[config.mk]
export PLATFORM = sky130hd
export DESIGN_NAME = fetch_queue_dual
export DESIGN_NICKNAME = d
export VERILOG_FILES = /design/src/rtl/fetch_pkg.sv /design/src/rtl/fetch_queue_storage.sv /design/src/rtl/fetch_queue_dual.sv
export SDC_FILE = /design/constraint.sdc
export NUM_CORES = 1
export LEC_CHECK = 0
export CAP_MARGIN = 20
export CORE_MARGIN = 2
export CORE_UTILIZATION = 40
export DETAILED_ROUTE_END_ITERATION = 10
export SYNTH_ARGS = -nofsm -noshare
export SYNTH_HDL_FRONTEND = slang
export SYNTH_SLANG_ARGS = --single-unit
export TNS_END_PERCENT = 1
[constraint.sdc]
create_clock -name clk -period 5.55 [get_ports clk]
set_input_delay 1.11 -clock clk [delete_from_list [all_inputs] [get_ports clk]]
set_output_delay 1.11 -clock clk [all_outputs]
set_load 0.05 [all_outputs]
[src/rtl/fetch_pkg.sv]
// Shared types and constants for the fetch queue.
package fetch_pkg;

  localparam int          FQ_DEPTH_DEFAULT = 8;
  localparam int          FQ_XLEN          = 32;
  localparam logic [31:0] NOP_INSTR        = 32'h0000_0013;

  typedef struct packed {
    logic [FQ_XLEN-1:0] pc;
    logic [FQ_XLEN-1:0] instr;
  } fetch_entry_t;

endpackage

[src/rtl/fetch_queue_storage.sv]
// Circular entry array: one paired write (two adjacent entries) and two adjacent reads.
module fetch_queue_storage #(
  parameter int DEPTH = 8,
  parameter int W     = 64
) (
  input  logic                     clk,
  input  logic                     we_i,
  input  logic [$clog2(DEPTH)-1:0] waddr_i,
  input  logic [W-1:0]             wdata0_i,
  input  logic [W-1:0]             wdata1_i,
  input  logic [$clog2(DEPTH)-1:0] raddr_i,
  output logic [W-1:0]             rdata0_o,
  output logic [W-1:0]             rdata1_o
);

  localparam int AW = $clog2(DEPTH);

  logic [W-1:0]  mem_q [DEPTH];
  logic [AW-1:0] waddr1;
  logic [AW-1:0] raddr1;

  // Adjacent addresses wrap naturally because DEPTH is a power of two.
  assign waddr1 = waddr_i + AW'(1);
  assign raddr1 = raddr_i + AW'(1);

  // NOTE: the array has no reset; validity is tracked by the pointer/count state.
  always_ff @(posedge clk) begin
    if (we_i) begin
      mem_q[waddr_i] <= wdata0_i;
      mem_q[waddr1]  <= wdata1_i;
    end
  end

  assign rdata0_o = mem_q[raddr_i];
  assign rdata1_o = mem_q[raddr1];

endmodule

[src/rtl/fetch_queue_dual.sv]
// Fetch-to-decode queue: pair enqueue, 0/1/2 dequeue with slot-0 realignment, flush.
// Optional same-cycle bypass when empty: define FETCH_QUEUE_BYPASS_EN.
module fetch_queue_dual
  import fetch_pkg::*;
#(
  parameter int DEPTH = FQ_DEPTH_DEFAULT,
  parameter int XLEN  = 32
) (
  input  logic                     clk,
  input  logic                     rst,
  input  logic                     enq_valid_i,
  input  logic [XLEN-1:0]          enq_pc_i,
  input  logic [XLEN-1:0]          enq_instr0_i,
  input  logic [XLEN-1:0]          enq_instr1_i,
  output logic                     enq_ready_o,
  output logic                     deq0_valid_o,
  output logic [XLEN-1:0]          deq0_pc_o,
  output logic [XLEN-1:0]          deq0_instr_o,
  output logic                     deq1_valid_o,
  output logic [XLEN-1:0]          deq1_pc_o,
  output logic [XLEN-1:0]          deq1_instr_o,
  input  logic [1:0]               deq_count_i,
  input  logic                     flush_i,
  output logic [$clog2(DEPTH):0]   count_o
);

  localparam int AW = $clog2(DEPTH);
  localparam int CW = AW + 1;

  logic [AW-1:0]     rd_ptr_q, rd_ptr_d;
  logic [AW-1:0]     wr_ptr_q, wr_ptr_d;
  logic [CW-1:0]     count_q,  count_d;
  logic              enq_fire;
  logic              bypass;
  logic [1:0]        deq_req;
  logic [CW-1:0]     avail;
  logic [CW-1:0]     deq_n;
  logic [XLEN-1:0]   enq_pc1;
  logic [2*XLEN-1:0] rdata0, rdata1;

  assign enq_pc1     = enq_pc_i + XLEN'(4);
  assign enq_ready_o = (count_q <= CW'(DEPTH - 2));
  assign enq_fire    = enq_valid_i && enq_ready_o && !flush_i;

`ifdef FETCH_QUEUE_BYPASS_EN
  assign bypass = (count_q == '0) && enq_valid_i && !flush_i;
`else
  assign bypass = 1'b0;
`endif

  // A bypassed pair is consumable in the same cycle it arrives.
  assign avail   = bypass ? CW'(2) : count_q;
  assign deq_req = (deq_count_i == 2'd3) ? 2'd2 : deq_count_i;
  assign deq_n   = (CW'(deq_req) < avail) ? CW'(deq_req) : avail;

  // NOTE: every combinational output gets a default first so no latch is inferred.
  always_comb begin
    rd_ptr_d = rd_ptr_q;
    wr_ptr_d = wr_ptr_q;
    count_d  = count_q;
    if (flush_i) begin
      rd_ptr_d = '0;
      wr_ptr_d = '0;
      count_d  = '0;
    end else begin
      if (enq_fire) wr_ptr_d = wr_ptr_q + AW'(2);
      rd_ptr_d = rd_ptr_q + AW'(deq_n);
      count_d  = count_q + (enq_fire ? CW'(2) : CW'(0)) - deq_n;
    end
  end

  // NOTE: sequential state uses non-blocking assignments only.
  always_ff @(posedge clk) begin
    if (!rst) begin
      rd_ptr_q <= '0;
      wr_ptr_q <= '0;
      count_q  <= '0;
    end else begin
      rd_ptr_q <= rd_ptr_d;
      wr_ptr_q <= wr_ptr_d;
      count_q  <= count_d;
    end
  end

  fetch_queue_storage #(
    .DEPTH (DEPTH),
    .W     (2 * XLEN)
  ) u_storage (
    .clk      (clk),
    .we_i     (enq_fire),
    .waddr_i  (wr_ptr_q),
    .wdata0_i ({enq_pc_i, enq_instr0_i}),
    .wdata1_i ({enq_pc1, enq_instr1_i}),
    .raddr_i  (rd_ptr_q),
    .rdata0_o (rdata0),
    .rdata1_o (rdata1)
  );

  always_comb begin
    deq0_valid_o = 1'b0;
    deq0_pc_o    = '0;
    deq0_instr_o = XLEN'(NOP_INSTR);
    deq1_valid_o = 1'b0;
    deq1_pc_o    = '0;
    deq1_instr_o = XLEN'(NOP_INSTR);
    if (bypass) begin
      deq0_valid_o = 1'b1;
      deq0_pc_o    = enq_pc_i;
      deq0_instr_o = enq_instr0_i;
      deq1_valid_o = 1'b1;
      deq1_pc_o    = enq_pc1;
      deq1_instr_o = enq_instr1_i;
    end else begin
      if (count_q >= CW'(1)) begin
        deq0_valid_o = 1'b1;
        {deq0_pc_o, deq0_instr_o} = rdata0;
      end
      if (count_q >= CW'(2)) begin
        deq1_valid_o = 1'b1;
        {deq1_pc_o, deq1_instr_o} = rdata1;
      end
    end
  end

  assign count_o = count_q;

endmodule

**Word-level counts from Yosys, hierarchy flattened**

Memory sizes are Yosys's and may differ from the RTL's. A register that Yosys moved wholly into a read port is not among the register bits.
Index checks and enable logic that the tools add are counted.

- $lt $le $gt $ge: 4
- Equality and inequality tests: 1
- Reductions and logical operators: 4
- Bitwise operators: 1
- Muxes and demuxes: 12
- Add/subtract/negate cells: 7

Operators with widths:

| kind | count |
|---|---|
| two-way mux 32 bit | 4 |
| adder 32 x 3 -> 32 bit (second input constant) | 1 |
| adder 3 x 1 -> 3 bit (second input constant) | 2 |
| adder 4 x 2 -> 4 bit | 1 |
| greater-or-equal comparator 4 x 1 -> 1 bit (second input constant) | 1 |
| greater-or-equal comparator 4 x 2 -> 1 bit (second input constant) | 1 |
| <= comparator 4 x 3 -> 1 bit (second input constant) | 1 |
| less-than comparator 2 x 4 -> 1 bit | 1 |
| two-way mux 1 bit | 4 |
| two-way mux 2 bit | 2 |
| two-way mux 4 bit | 1 |
| subtractor 4 bit | 1 |
| adder 3 x 2 -> 3 bit (second input constant) | 1 |
| adder 3 bit | 1 |
| two-way mux 3 bit | 1 |
| == test 2 bit (second input constant) | 1 |
| logical AND 1 bit | 2 |
| OR reduction 2 bit | 1 |
| logical NOT 1 bit | 1 |
| inverter 1 bit | 1 |

- Memories kept: 1
- Output and inout bits: 135
- Word-level logic and storage cells: 33
- Bits of input ports: 102
- Bits in writable memories: 512
- Register bits after elaboration: 10

Memories:

| memory | depth | bits a word | rd ports | clocked after Yosys merged registers in | write ports | RTL line | text |
|---|---|---|---|---|---|---|---|
| u_storage.mem_q | 8 | 64 | 2 | 1 | 2 | fetch_queue_storage.sv:18 | `logic [W-1:0] mem_q [DEPTH];` |

**Depth between registers and ports, before layout**

Gate-level depths: netlist of the first run.

- Depth after elaboration: 6
- Depth in mapped cells: 12
- Depth with buffers taken out: 12

**Cells and area by module**

A second synthesis of the first run with hierarchy kept.

- Cell total of the unflattened synthesis: 2303
- Area total of the unflattened synthesis: 32249.7 sq um

Modules (own cells, without submodules):

| module | instances | cells each | area each (sq um) | seq. area each (sq um) |
|---|---|---|---|---|
| fetch_queue_storage | 1 | 2011 | 30197.7 | 15374.7 |
| fetch_queue_dual | 1 | 292 | 2052.0 | 180.2 |

**Least setup slack after synthesis of the first run**

Ideal clock, no wire load.

- Path type: input port to flip-flop
- Start: in enq_valid_i
- End: mem u_storage.mem_q[0][0], enable pin
- Path buffers: 0
- Setup time: 0.500 ns
- Stages on the path: 3
- Path slack: 0.609 ns
- Arrival: 4.441 ns
- Data required time: 5.050 ns
- Path through: o211ai_1 -> nor2_1 -> and2_1

RTL lines:

| item | RTL line | text |
|---|---|---|
| start: declaration | fetch_queue_dual.sv:11 | `input logic enq_valid_i,` |
| end: declaration | fetch_queue_storage.sv:18 |  |

==> reports/results.ini, run 1 <==
[drt]
wl_mm=58.5
dr.pass1.iters=5
avgViaCountPerCell=5.62
vias=13300
drc=0
ant_nets=0
drtIter0Drc=806
wl_per_cell_um=24.7

[global_routing]
antenna_found_initial=8
grt_usage_pct=18.7
grt_pass1_vias=14300
globalRoute.totalOverflow=0
grt_max_degree=128
grt_pass1_wl_mm=87.8

[cts]
post_cts_resized=0
cts.sinks=513
cts-root-buf=clkbuf_16
cts.htree.levels=2
post-cts-setup-buffers=0
cts_tree=done
path_clk_slew_ps=60
cts_hold_buf=0
clockBufferDepth=3
cts_buffers=55
clkLatencyLatePin_ps=590

[die]
start_util_pct=40.4
dieArea_um2=62700
die_y_um=250
row_count=90
io_pins=237
core-area_um2=60100
die_w_um=250

[critical_path]
worstSetupPathType=reg -> out
critPathMaxStageDelay_ps=720
cp_cell_sequence=buf_4 -> buf_4 -> mux4_2 -> mux2i_1 -> nor2_1 -> clkdlybuf4s50_1
crit_slowest_cell=clkdlybuf4s50_1
worstSetupStartpointType=flop
crit_path_frequent_cell=buf_4
cp_max_fo=41
cp-end-kind=output pin
cp_data_arrival_time_ps=3710
worstPathRequired_ps=4440

[layout]
multi_input_area_um2=8390
layout.cells.most_common=edfxtp_1
syn2layout_area_growth_pct=20.2
fill_cells=5018
regArea_um2=15300
drive_above_1_share_pct=23.2
design_area_um2=29200
nNetsFinal=1661
layout_common_cells=504 x edfxtp_1, 252 x mux4_2, 236 x clkdlybuf4s50_1, 137 x nand2_1, 69 x nor2_1

[timing]
hold_violations=0
fmax_mhz=207
period_needed_ps=4820
drv_slew=0
finalSetupViolCount=0
rsz0062_at_grt=no
fin_skew_ps=17.4
slew_headroom_pct=43.3
max_slew.worst_pin.slew_ps=843
fin_crit_sh_pct=86.9
final.setup.tns_ps=0

[power_and_ir_drop]
finalPower_mw=14.0
leakagePower_nw=8.86
irDropWorstVdd_mv=0.359
powerDensity_nw_per_um2=479

[synth]
synthFlopType=edfxtp_1
synth_fp_nets=1432
ys_ff_latch=513
ys_warn_count=0
synth_top_cell_by_area=edfxtp_1
synth.top_cell.area_share_pct=62.3
synth_cells=1314
synth_area_leaders=edfxtp_1 62%, mux4_2 23%, mux2i_1 2.7%, nand2_1 2.1%, a21oi_1 1.2%
syn_avg_cell_area_um2=18.5
async_flop_share_pct=0
ys_types=36
synth_edf_count=504
ys_seq_area_share_pct=63.1
synth.cell_area_um2=24300

[placement]
gp_congestion=0.733
dp_hpwl_mm=36.3
place_area_um2=27500
io_buffers=236

[flow_run]
maxCapViolations=0

[status]
status=complete, no violations

[worst_hold_path]
worstHoldPathType=reg -> reg

[report_power, final]
| group | switching (mW) | leakage, nW | internal, mW |
|---|---|---|---|
| sequential | 0.0897 | 4.65 | 4.42 |
| clock | 1.47 | 0.832 | 2.00 |
| combinational | 3.89 | 3.38 | 2.11 |
[per-stage QoR]
step	hold slack (ps)	setup WS [ps]	util, %	std cells
after detailed placement	573	1310	45.7	2268
after floorplan	518	609	-	1314
after global placement	539	1350	45.7	2268
final	585	725	48.6	2375
after CTS	586	647	48.5	2371
after global routing	670	458	48.6	2375
[path summary, 6_finish.rpt]
check / slack, ps / end / depth (start not counted) / start
setup / recovery: 730 / deq0_instr_o[24] / 6 / rd_ptr_q[0]$_SDFF_PP0_
hold / removal: 590 / wr_ptr_q[2]$_SDFFE_PP0P_ / 2 / wr_ptr_q[2]$_SDFFE_PP0P_
setup reg to reg: 2500 / count_o[3]$_SDFF_PP0_ / 11 / count_o[1]$_SDFF_PP0_
hold reg to reg: 590 / wr_ptr_q[2]$_SDFFE_PP0P_ / 2 / wr_ptr_q[2]$_SDFFE_PP0P_
[cell families after synthesis]
logic type / share of synthesized area, %
DFF: 63.1
buffers and inverters: 2.58
and+or+nand+nor: 4.68
adders and majority gates: 0.917
AOI/OAI and AO/OA: 1.44
xor gates and xnor gates: 1.22
muxes: 26.1
[metal layers]
layer | GRT usage, % | vias to the layer above | part of all wire [%]
met1 | 24.0 | 7083 | 41
met5 | 0 | - | 0.092
li1 | - | 5839 | -
met2 | 32.7 | 326 | 52
met3 | 3.41 | 85 | 4.8
met4 | 5.12 | 8 | 2.1
[synthesized netlist by cell type, drive strengths merged (2+ instances only)]
| cell type | n |
|---|---|
| and2 | 14 |
| xnor2 | 28 |
| fa | 3 |
| nand3 | 15 |
| mux2i | 66 |
| and3 | 4 |
| and4 | 2 |
| clkbuf | 28 |
| edfxtp | 504 |
| buf | 63 |
| nand2b | 3 |
| a21oi | 59 |
| dfxtp | 9 |
| mux4 | 252 |
| nand4 | 11 |
| nor2 | 69 |
| o21ai | 3 |
| xor2 | 5 |
| o211ai | 2 |
| ha | 13 |
| nor4 | 2 |
| nand2 | 137 |
| inv | 15 |
[state kept, by name (all words and copies together) (netlist names)]
name and cells:
rd_ptr_q 3, count_o 4, u_storage.mem_q 504, wr_ptr_q 2
[layout make-up]
cell class                 instances  share of cell area [%]
clock inverter                    37                    1.06
sequential                       513                    52.5
tap                              782                    3.35
timing repair buffer             263                    9.30
antenna                            4                  0.0343
multi-input combinational        695                    28.7
inverter                          15                   0.193
clock buffer                      66                    4.86
[critical path: cells and delay by family, from the launching register on]
kind | cells | cell delay (ps)
buffers and inverters | 3 | 1840
and+or+nand+nor | 1 | 80
DFF | 1 | 390
muxes | 2 | 730
Note: power is estimated with default switching activity, not from simulation.
==> run 2, diff against run 1 <==
--- a/config.mk
+++ b/config.mk
@@ -9,6 +9,7 @@
 export CORE_MARGIN = 2
 export CORE_UTILIZATION = 40
 export DETAILED_ROUTE_END_ITERATION = 10
+export GPL_ROUTABILITY_DRIVEN = 0
 export SYNTH_ARGS = -nofsm -noshare
 export SYNTH_HDL_FRONTEND = slang
 export SYNTH_SLANG_ARGS = --single-unit
==> results of run 2 <==
Same layout as run 1: the final DEF is identical, and so are final timing and power.
